==> src/rtl/blake_stream_if_if.sv <==
`default_nettype none
// ============================================================================
// Module  : blake_stream_if_if
// Purpose : valid/ready message-in and digest-out streams of the BLAKE host port
// Revision: 1.0
// ============================================================================
interface blake_stream_if_if #(
    parameter int BUS_W = 16
);
    logic [BUS_W-1:0] idata;
    logic             ivalid;
    logic             iready;
    logic [BUS_W-1:0] odata;
    logic             ovalid;
    logic             oready;

    modport master (
        output idata, ivalid, oready,
        input  iready, odata, ovalid
    );

    modport slave (
        input  idata, ivalid, oready,
        output iready, odata, ovalid
    );
endinterface
`default_nettype wire

==> src/rtl/blake_stream_if.sv <==
`default_nettype none
// ============================================================================
// Module  : blake_stream_if
// Purpose : host stream to BLAKE core: length/block intake, counter, digest out
// Revision: 1.0
// ============================================================================
module blake_stream_if #(
    parameter int BUS_W        = 16,
    parameter int WORD_W       = 32,
    parameter int DIGEST_WORDS = 8,
    parameter int CNT_W        = 64
) (
    input  wire logic                           clk,
    input  wire logic                           rst_n,
    input  wire logic                           init,
    input  wire logic                           fetch,
    blake_stream_if_if.slave                    strm,
    output logic     [WORD_W-1:0]               word_out,
    output logic     [3:0]                      word_idx,
    output logic                                word_we,
    output logic                                start,
    output logic                                last_block,
    input  wire logic                           busy,
    input  wire logic [DIGEST_WORDS*WORD_W-1:0] digest,
    output logic     [CNT_W-1:0]                counter
);
    localparam int BPW        = WORD_W / BUS_W;
    localparam int LEN_BEATS  = CNT_W / BUS_W;
    localparam int BLK_BEATS  = 16 * BPW;
    localparam int BLOCK_BITS = 16 * WORD_W;
    localparam int OUT_BEATS  = DIGEST_WORDS * BPW;
    localparam int DIG_W      = DIGEST_WORDS * WORD_W;
    localparam int BC_W       = $clog2(BLK_BEATS);
    localparam int OC_W       = (OUT_BEATS > 1) ? $clog2(OUT_BEATS) : 1;
    localparam int BPW_LOG    = $clog2(BPW);

    localparam logic [BC_W-1:0] C_WORD_MASK = BC_W'(BPW - 1);
    localparam logic [BC_W-1:0] C_LEN_LAST  = BC_W'(LEN_BEATS - 1);
    localparam logic [BC_W-1:0] C_BLK_LAST  = BC_W'(BLK_BEATS - 1);
    localparam logic [OC_W-1:0] C_OUT_LAST  = OC_W'(OUT_BEATS - 1);
    localparam logic [CNT_W:0]  C_BLK_BITS  = (CNT_W+1)'(BLOCK_BITS);

    typedef enum logic [2:0] {
        S_IDLE  = 3'd0,
        S_LEN   = 3'd1,
        S_BLK   = 3'd2,
        S_ISSUE = 3'd3,
        S_WAIT  = 3'd4,
        S_OUT   = 3'd5
    } state_t;

    state_t             state_q, state_d;
    logic [BC_W-1:0]    beat_q, beat_d;
    logic [CNT_W-1:0]   length_q, length_d;
    logic [CNT_W-1:0]   counter_q, counter_d;
    logic [WORD_W-1:0]  word_sh_q, word_sh_d;
    logic [WORD_W-1:0]  word_out_q, word_out_d;
    logic [3:0]         word_idx_q, word_idx_d;
    logic               word_we_q, word_we_d;
    logic               start_q, start_d;
    logic               last_q, last_d;
    logic               iready_q, iready_d;
    logic               ovalid_q, ovalid_d;
    logic [DIG_W-1:0]   dig_q, dig_d;
    logic [OC_W-1:0]    ocnt_q, ocnt_d;
    logic               wait_first_q, wait_first_d;

    logic               in_fire;
    logic               out_fire;
    logic [WORD_W-1:0]  word_nxt;
    logic [CNT_W:0]     cnt_sum;
    logic [CNT_W-1:0]   cnt_new;
    logic               last_new;

    always_comb begin
        in_fire  = strm.ivalid & iready_q;
        out_fire = ovalid_q & strm.oready;
        word_nxt = (word_sh_q << BUS_W) | WORD_W'(strm.idata);

        // A block issued when counter already equals length is the trailing
        // padding-only block, which the core must see with a zero counter.
        cnt_sum = {1'b0, counter_q} + C_BLK_BITS;
        if (counter_q == length_q) begin
            cnt_new = '0;
        end else if (cnt_sum > {1'b0, length_q}) begin
            cnt_new = length_q;
        end else begin
            cnt_new = cnt_sum[CNT_W-1:0];
        end
        last_new = (cnt_new >= length_q) | (counter_q == length_q);
    end

    always_comb begin
        state_d      = state_q;
        beat_d       = beat_q;
        length_d     = length_q;
        counter_d    = counter_q;
        word_sh_d    = word_sh_q;
        word_out_d   = word_out_q;
        word_idx_d   = word_idx_q;
        word_we_d    = 1'b0;
        start_d      = 1'b0;
        last_d       = last_q;
        dig_d        = dig_q;
        ocnt_d       = ocnt_q;
        wait_first_d = 1'b0;

        case (state_q)
            S_IDLE: begin
                if (fetch) begin
                    state_d = S_OUT;
                    dig_d   = digest;
                    ocnt_d  = '0;
                end
            end
            S_LEN: begin
                if (in_fire) begin
                    length_d = (length_q << BUS_W) | CNT_W'(strm.idata);
                    if (beat_q == C_LEN_LAST) begin
                        beat_d  = '0;
                        state_d = S_BLK;
                    end else begin
                        beat_d = beat_q + 1'b1;
                    end
                end
            end
            S_BLK: begin
                if (in_fire) begin
                    word_sh_d = word_nxt;
                    if ((beat_q & C_WORD_MASK) == C_WORD_MASK) begin
                        word_out_d = word_nxt;
                        word_idx_d = 4'(beat_q >> BPW_LOG);
                        word_we_d  = 1'b1;
                    end
                    if (beat_q == C_BLK_LAST) begin
                        beat_d  = '0;
                        state_d = S_ISSUE;
                    end else begin
                        beat_d = beat_q + 1'b1;
                    end
                end else if (fetch && (beat_q == '0)) begin
                    state_d = S_OUT;
                    dig_d   = digest;
                    ocnt_d  = '0;
                end
            end
            S_ISSUE: begin
                start_d      = 1'b1;
                counter_d    = cnt_new;
                last_d       = last_new;
                wait_first_d = 1'b1;
                state_d      = S_WAIT;
            end
            S_WAIT: begin
                // busy lags start by one cycle, so the first WAIT cycle is blind
                if (!wait_first_q && !busy) begin
                    state_d = S_BLK;
                end
            end
            S_OUT: begin
                if (out_fire) begin
                    dig_d = dig_q << BUS_W;
                    if (ocnt_q == C_OUT_LAST) begin
                        ocnt_d  = '0;
                        state_d = S_IDLE;
                    end else begin
                        ocnt_d = ocnt_q + 1'b1;
                    end
                end
            end
            default: begin
                state_d = S_IDLE;
            end
        endcase

        if (init) begin
            state_d      = S_LEN;
            beat_d       = '0;
            length_d     = '0;
            counter_d    = '0;
            word_sh_d    = '0;
            word_we_d    = 1'b0;
            start_d      = 1'b0;
            last_d       = 1'b0;
            ocnt_d       = '0;
            wait_first_d = 1'b0;
        end

        iready_d = (state_d == S_LEN) || (state_d == S_BLK);
        ovalid_d = (state_d == S_OUT);
    end

    always_ff @(posedge clk or negedge rst_n) begin
        if (!rst_n) begin
            state_q      <= S_IDLE;
            beat_q       <= '0;
            length_q     <= '0;
            counter_q    <= '0;
            word_sh_q    <= '0;
            word_out_q   <= '0;
            word_idx_q   <= '0;
            word_we_q    <= 1'b0;
            start_q      <= 1'b0;
            last_q       <= 1'b0;
            iready_q     <= 1'b0;
            ovalid_q     <= 1'b0;
            dig_q        <= '0;
            ocnt_q       <= '0;
            wait_first_q <= 1'b0;
        end else begin
            state_q      <= state_d;
            beat_q       <= beat_d;
            length_q     <= length_d;
            counter_q    <= counter_d;
            word_sh_q    <= word_sh_d;
            word_out_q   <= word_out_d;
            word_idx_q   <= word_idx_d;
            word_we_q    <= word_we_d;
            start_q      <= start_d;
            last_q       <= last_d;
            iready_q     <= iready_d;
            ovalid_q     <= ovalid_d;
            dig_q        <= dig_d;
            ocnt_q       <= ocnt_d;
            wait_first_q <= wait_first_d;
        end
    end

    assign strm.iready = iready_q;
    assign strm.ovalid = ovalid_q;
    assign strm.odata  = dig_q[DIG_W-1 -: BUS_W];
    assign word_out    = word_out_q;
    assign word_idx    = word_idx_q;
    assign word_we     = word_we_q;
    assign start       = start_q;
    assign last_block  = last_q;
    assign counter     = counter_q;

endmodule
`default_nettype wire

==> src/flat_wrapper.sv <==
// flat-port wrapper written by rule: the top's interface ports become plain ports
module blake_stream_if_flat 
#(
    parameter int BUS_W        = 16,
    parameter int WORD_W       = 32,
    parameter int DIGEST_WORDS = 8,
    parameter int CNT_W        = 64
)
  (clk, rst_n, init, fetch, word_out, word_idx, word_we, start, last_block, busy, digest, counter, strm_idata, strm_ivalid, strm_oready, strm_iready, strm_odata, strm_ovalid);
  blake_stream_if_if #(.BUS_W(BUS_W)) strm_i ();
  input  wire logic clk;
  input  wire logic rst_n;
  input  wire logic init;
  input  wire logic fetch;
  output logic     [WORD_W-1:0] word_out;
  output logic     [3:0] word_idx;
  output logic word_we;
  output logic start;
  output logic last_block;
  input  wire logic busy;
  input  wire logic [DIGEST_WORDS*WORD_W-1:0] digest;
  output logic     [CNT_W-1:0] counter;
  input wire logic [$bits(strm_i.idata)-1:0] strm_idata;
  input wire logic [$bits(strm_i.ivalid)-1:0] strm_ivalid;
  input wire logic [$bits(strm_i.oready)-1:0] strm_oready;
  output wire logic [$bits(strm_i.iready)-1:0] strm_iready;
  output wire logic [$bits(strm_i.odata)-1:0] strm_odata;
  output wire logic [$bits(strm_i.ovalid)-1:0] strm_ovalid;
  assign strm_i.idata = strm_idata;
  assign strm_i.ivalid = strm_ivalid;
  assign strm_i.oready = strm_oready;
  assign strm_iready = strm_i.iready;
  assign strm_odata = strm_i.odata;
  assign strm_ovalid = strm_i.ovalid;
  blake_stream_if #(.BUS_W(BUS_W), .WORD_W(WORD_W), .DIGEST_WORDS(DIGEST_WORDS), .CNT_W(CNT_W)) u_core (.clk(clk), .rst_n(rst_n), .init(init), .fetch(fetch), .strm(strm_i), .word_out(word_out), .word_idx(word_idx), .word_we(word_we), .start(start), .last_block(last_block), .busy(busy), .digest(digest), .counter(counter));
endmodule
==> config.mk <==
export PLATFORM = sky130hd
export DESIGN_NAME = blake_stream_if_flat
export DESIGN_NICKNAME = d
export VERILOG_FILES = /design/src/rtl/blake_stream_if_if.sv /design/src/rtl/blake_stream_if.sv /design/src/flat_wrapper.sv
export SDC_FILE = /design/constraint.sdc
export NUM_CORES = 1
export LEC_CHECK = 0
export ABC_CLOCK_PERIOD_IN_PS = 15100
export BUFFER_PORTS_ARGS = -buffer_cell sky130_fd_sc_hd__buf_2
export CORE_MARGIN = 2
export CORE_UTILIZATION = 50
export DETAILED_ROUTE_END_ITERATION = 10
export PLACE_DENSITY_LB_ADDON = 0.1
export SETUP_SLACK_MARGIN = 0.3
export SYNTH_ARGS = -nofsm -noshare
export SYNTH_HDL_FRONTEND = slang
export SYNTH_SLANG_ARGS = --single-unit
==> constraint.sdc <==
create_clock -name clk -period 15.1 [get_ports clk]
set_input_delay 1.51 -clock clk [delete_from_list [all_inputs] [get_ports clk]]
set_output_delay 1.51 -clock clk [all_outputs]
set_load 0.02 [all_outputs]
==> impl_metrics.py <==
metrics = {
    "status": {
        "outcome": "finished, final reports clean",
    },
    "critical_path": {
        "worstPathArrival_ns": 8.96,
        "cp.required_ns": 15.57,
        "crit_path_start_kind": "flip-flop",
        "path_class": "reg -> reg",
        "critical_path.max_fanout": 58,
        "worst_setup_path_end_kind": "flip-flop",
    },
    "timing": {
        "layout_setup_ws_ns": 6.61,
        "rsz0062_at_grt": "false",
        "slew_viol_final": 0,
        "finalSetupViolCount": 0,
        "relSlewSlack": 0.160,
        "fin_skew_ns": 0.0181,
        "setup_tns_ns": 0,
        "min_period_ns": 8.49,
        "tightest_slew_ns": 1.26,
        "max_freq_ghz": 0.118,
        "fin_crit_sh": 0.562,
        "finalHoldViolCount": 0,
    },
    "floorplanning": {
        "die_w_um": 229,
        "initial_core_util": 0.505,
        "die_area_um2": 52400,
        "die_y_um": 229,
        "ios": 400,
        "core.rowCount": 82,
        "core_area_um2": 50100,
    },
    "global_routing": {
        "grt_pass1_wl_mm": 121,
        "grt_overflow": 0,
        "track_usage": 0.294,
        "grt_pass1_vias": 20700,
        "grt_max_degree": 275,
        "antenna_found_initial": 19,
    },
    "route": {
        "drtPass1Iterations": 7,
        "wl_per_cell_um": 21.1,
        "drc": 0,
        "drt_iter0_markers": 1465,
        "wl_mm": 77.2,
        "via_count": 20577,
        "final_antenna_net_count": 0,
        "viasPerCell": 5.61,
    },
    "final_layout": {
        "final_cell_mix": "500 x nand2_1, 453 x dfrtp_1, 397 x buf_2",
        "instances_no_fill": 3667,
        "final_nets": 3363,
        "syn_to_final_growth_pct": 15.2,
        "fillers": 4581,
        "layout_commonest_cell": "nand2_1",
        "multi_input_area_um2": 12800,
        "drive_gt1_frac": 0.189,
        "area.sequential_um2": 11300,
        "design_area_um2": 29100,
    },
    "clock_tree": {
        "cts_root_buf": "clkbuf_16",
        "ctsResizeCount": 0,
        "clockBufferDepth": 3,
        "path_clk_slew_ns": 0.06,
        "cts_sinks": 453,
        "cts_buffers": 51,
        "clkLatencyLatePin_ns": 0.60,
        "holdBufCountCts": 0,
        "cts_tree": "yes",
        "post-cts-setup-buffers": 0,
        "htreeDepth": 2,
    },
    "pwr": {
        "clockPowerShare": 0.241,
        "pwr-share-seq": 0.359,
        "finalPower_mw": 5.02,
        "power_leakage_nw": 15.5,
        "switchingPower_mw": 1.98,
        "p_int_mw": 3.04,
        "ir_drop_mv": 0.185,
        "powerDensity_nw_per_um2": 172,
        "combPwrFrac": 0.401,
        "switching_share": 0.394,
    },
    "logic_synthesis": {
        "synth_area_leaders": "dfrtp_1 45%, mux2i_1 12%, nand2_1 7.4%, ha_1 6.6%, o21ai_0 6.0%",
        "synth_top_family_by_area": "simple AND/OR/NAND/NOR gates",
        "synth_top_area_cell": "dfrtp_1",
        "synth_compound_area_frac": 0.133,
        "synth_edf_count": 0,
        "synth.distinct_cells": 74,
        "synth_xor_xnor_area_share": 0.0339,
        "synth_fp_nets": 3077,
        "synth_seq_cells": 453,
        "synth_area_um2": 25300,
        "ys_seq_area_frac": 0.448,
        "synth-simple-area-share": 0.140,
        "avgSynthCellArea_um2": 9.49,
        "synthAdderAreaFrac": 0.0658,
        "synth_top_area_frac": 0.448,
        "postSynth.asyncResetShare": 1.00,
        "synthFlopType": "dfrtp_1",
        "ys_warn_count": 0,
        "syn_inst": 2665,
        "muxShareOfSynthArea": 0.134,
    },
    "place": {
        "place_inst": 3570,
        "io_buffers": 399,
        "gp_congestion": 0.960,
        "dp_hpwl_mm": 56.1,
        "dpl_worst_slack_ns": 6.70,
        "place_area_um2": 27500,
    },
    "min_path": {
        "hold_class": "reg -> reg",
    },
    "job": {
        "cap_violations": 0,
    },
}
[cells by family after synthesis]
group | count (synthesis)
multiplexers | 333
AND/OR/NAND/NOR | 797
buffers and inverters | 267
AO/OA/AOI/OAI | 584
flip-flops | 453
adder cells (fa/ha/maj) | 133
XOR/XNOR | 98
[sequential cells by signal, summed over array words and instances, names as in the netlist]
| register | flops |
|---|---|
| u_core.beat_q | 5 |
| u_core.word_idx | 4 |
| u_core.word_we | 1 |
| u_core.counter | 64 |
| u_core.start | 1 |
| u_core.last_block | 1 |
| u_core.ocnt_q | 4 |
| u_core.strm.iready | 1 |
| u_core.state_q | 3 |
| u_core.length_q | 64 |
| u_core.strm.ovalid | 1 |
| u_core.word_sh_q | 16 |
| u_core.word_out | 32 |
| u_core.dig_q | 256 |
[power by group through the flow]
stage | registers (mW) | logic [mW] | clock network, mW
after global routing | 1.85 | 2.27 | 1.28
after CTS | 1.80 | 2.01 | 1.24
final | 1.80 | 2.01 | 1.21
after global placement | 1.81 | 1.96 | 0
after floorplan | 1.73 | 1.63 | 0
after detailed placement | 1.82 | 2.00 | 0
[worst paths after layout]
check,to,from,depth (start not counted),slack [ns]
hold reg to reg,u_core.dig_q[247],u_core.dig_q[247],2,0.48
min in group asynchronous,u_core.counter[57],rst_n,1,0.94
setup / recovery,u_core.last_block,u_core.counter[15],26,6.61
setup reg to reg,u_core.last_block,u_core.counter[15],26,6.61
hold / removal,u_core.dig_q[247],u_core.dig_q[247],2,0.48
max in group asynchronous,u_core.dig_q[20],rst_n,3,12.05
[critical path, cell delays in order, from the launching register on]
cell and delay (ns):
dfrtp_1 0.53, nand4_1 0.30, nor4_4 0.33, nand4_1 0.70
or4_4 0.82, nor2_1 0.13, xor2_1 0.10, ha_1 0.30
nand4_1 0.13, nor3_1 0.47, nand3_1 0.13, o32ai_1 0.20
o32ai_2 0.15, buf_4 0.21, nand2_4 0.65, buf_4 0.71
mux2i_1 0.15, or2_1 0.23, ha_1 0.28, nand2b_1 0.16
a21o_1 0.18, a211oi_1 0.23, nor3_1 0.08, o311ai_0 0.36
nand3_1 0.24, a221oi_1 0.34, o211ai_1 0.13
[cells in the mapped netlist, types with 5 or more instances]
cell type,n
or3_1,5
ha_1,133
a21oi_1,135
nor2b_1,10
nor2_1,105
o211ai_1,5
o21ai_0,305
dfrtp_1,453
mux2_2,35
a22o_1,25
a32oi_1,5
xor2_1,40
o31ai_1,7
buf_1,10
nand3_1,42
nor4_1,10
nand2_1,500
nand2b_1,6
nor3_1,21
and4_1,8
o22ai_1,10
buf_2,15
a211oi_1,17
a21o_1,24
buf_4,17
and3_1,16
inv_1,80
o2bb2ai_1,8
mux2i_1,298
xnor2_1,58
a31oi_1,5
nand4_1,42
buf_6,8
clkbuf_1,133
a221oi_1,6
[area by class of cell]
class,instances,area share
antenna,8,0.000687
sequential,453,0.389
clock inverter,22,0.00730
multi-input combinational,1945,0.440
timing repair buffer,420,0.0757
clock buffer,67,0.0479
tap,672,0.0289
inverter,80,0.0103
[through the flow]
stage	hold WS, ns	utilization
after floorplan	0.449	-
after global placement	0.457	0.549
after detailed placement	0.466	0.549
after CTS	0.479	0.581
after global routing	0.500	0.582
final	0.475	0.582
[metal layers]
layer  track usage  wire [um]  vias up
met5             0        134        -
met4         0.123       3350       22
met3        0.0566       4520      175
met2         0.465      35100      599
met1         0.397      34100     9903
li1              -          -     9878
(Power assumes the default switching activity.)
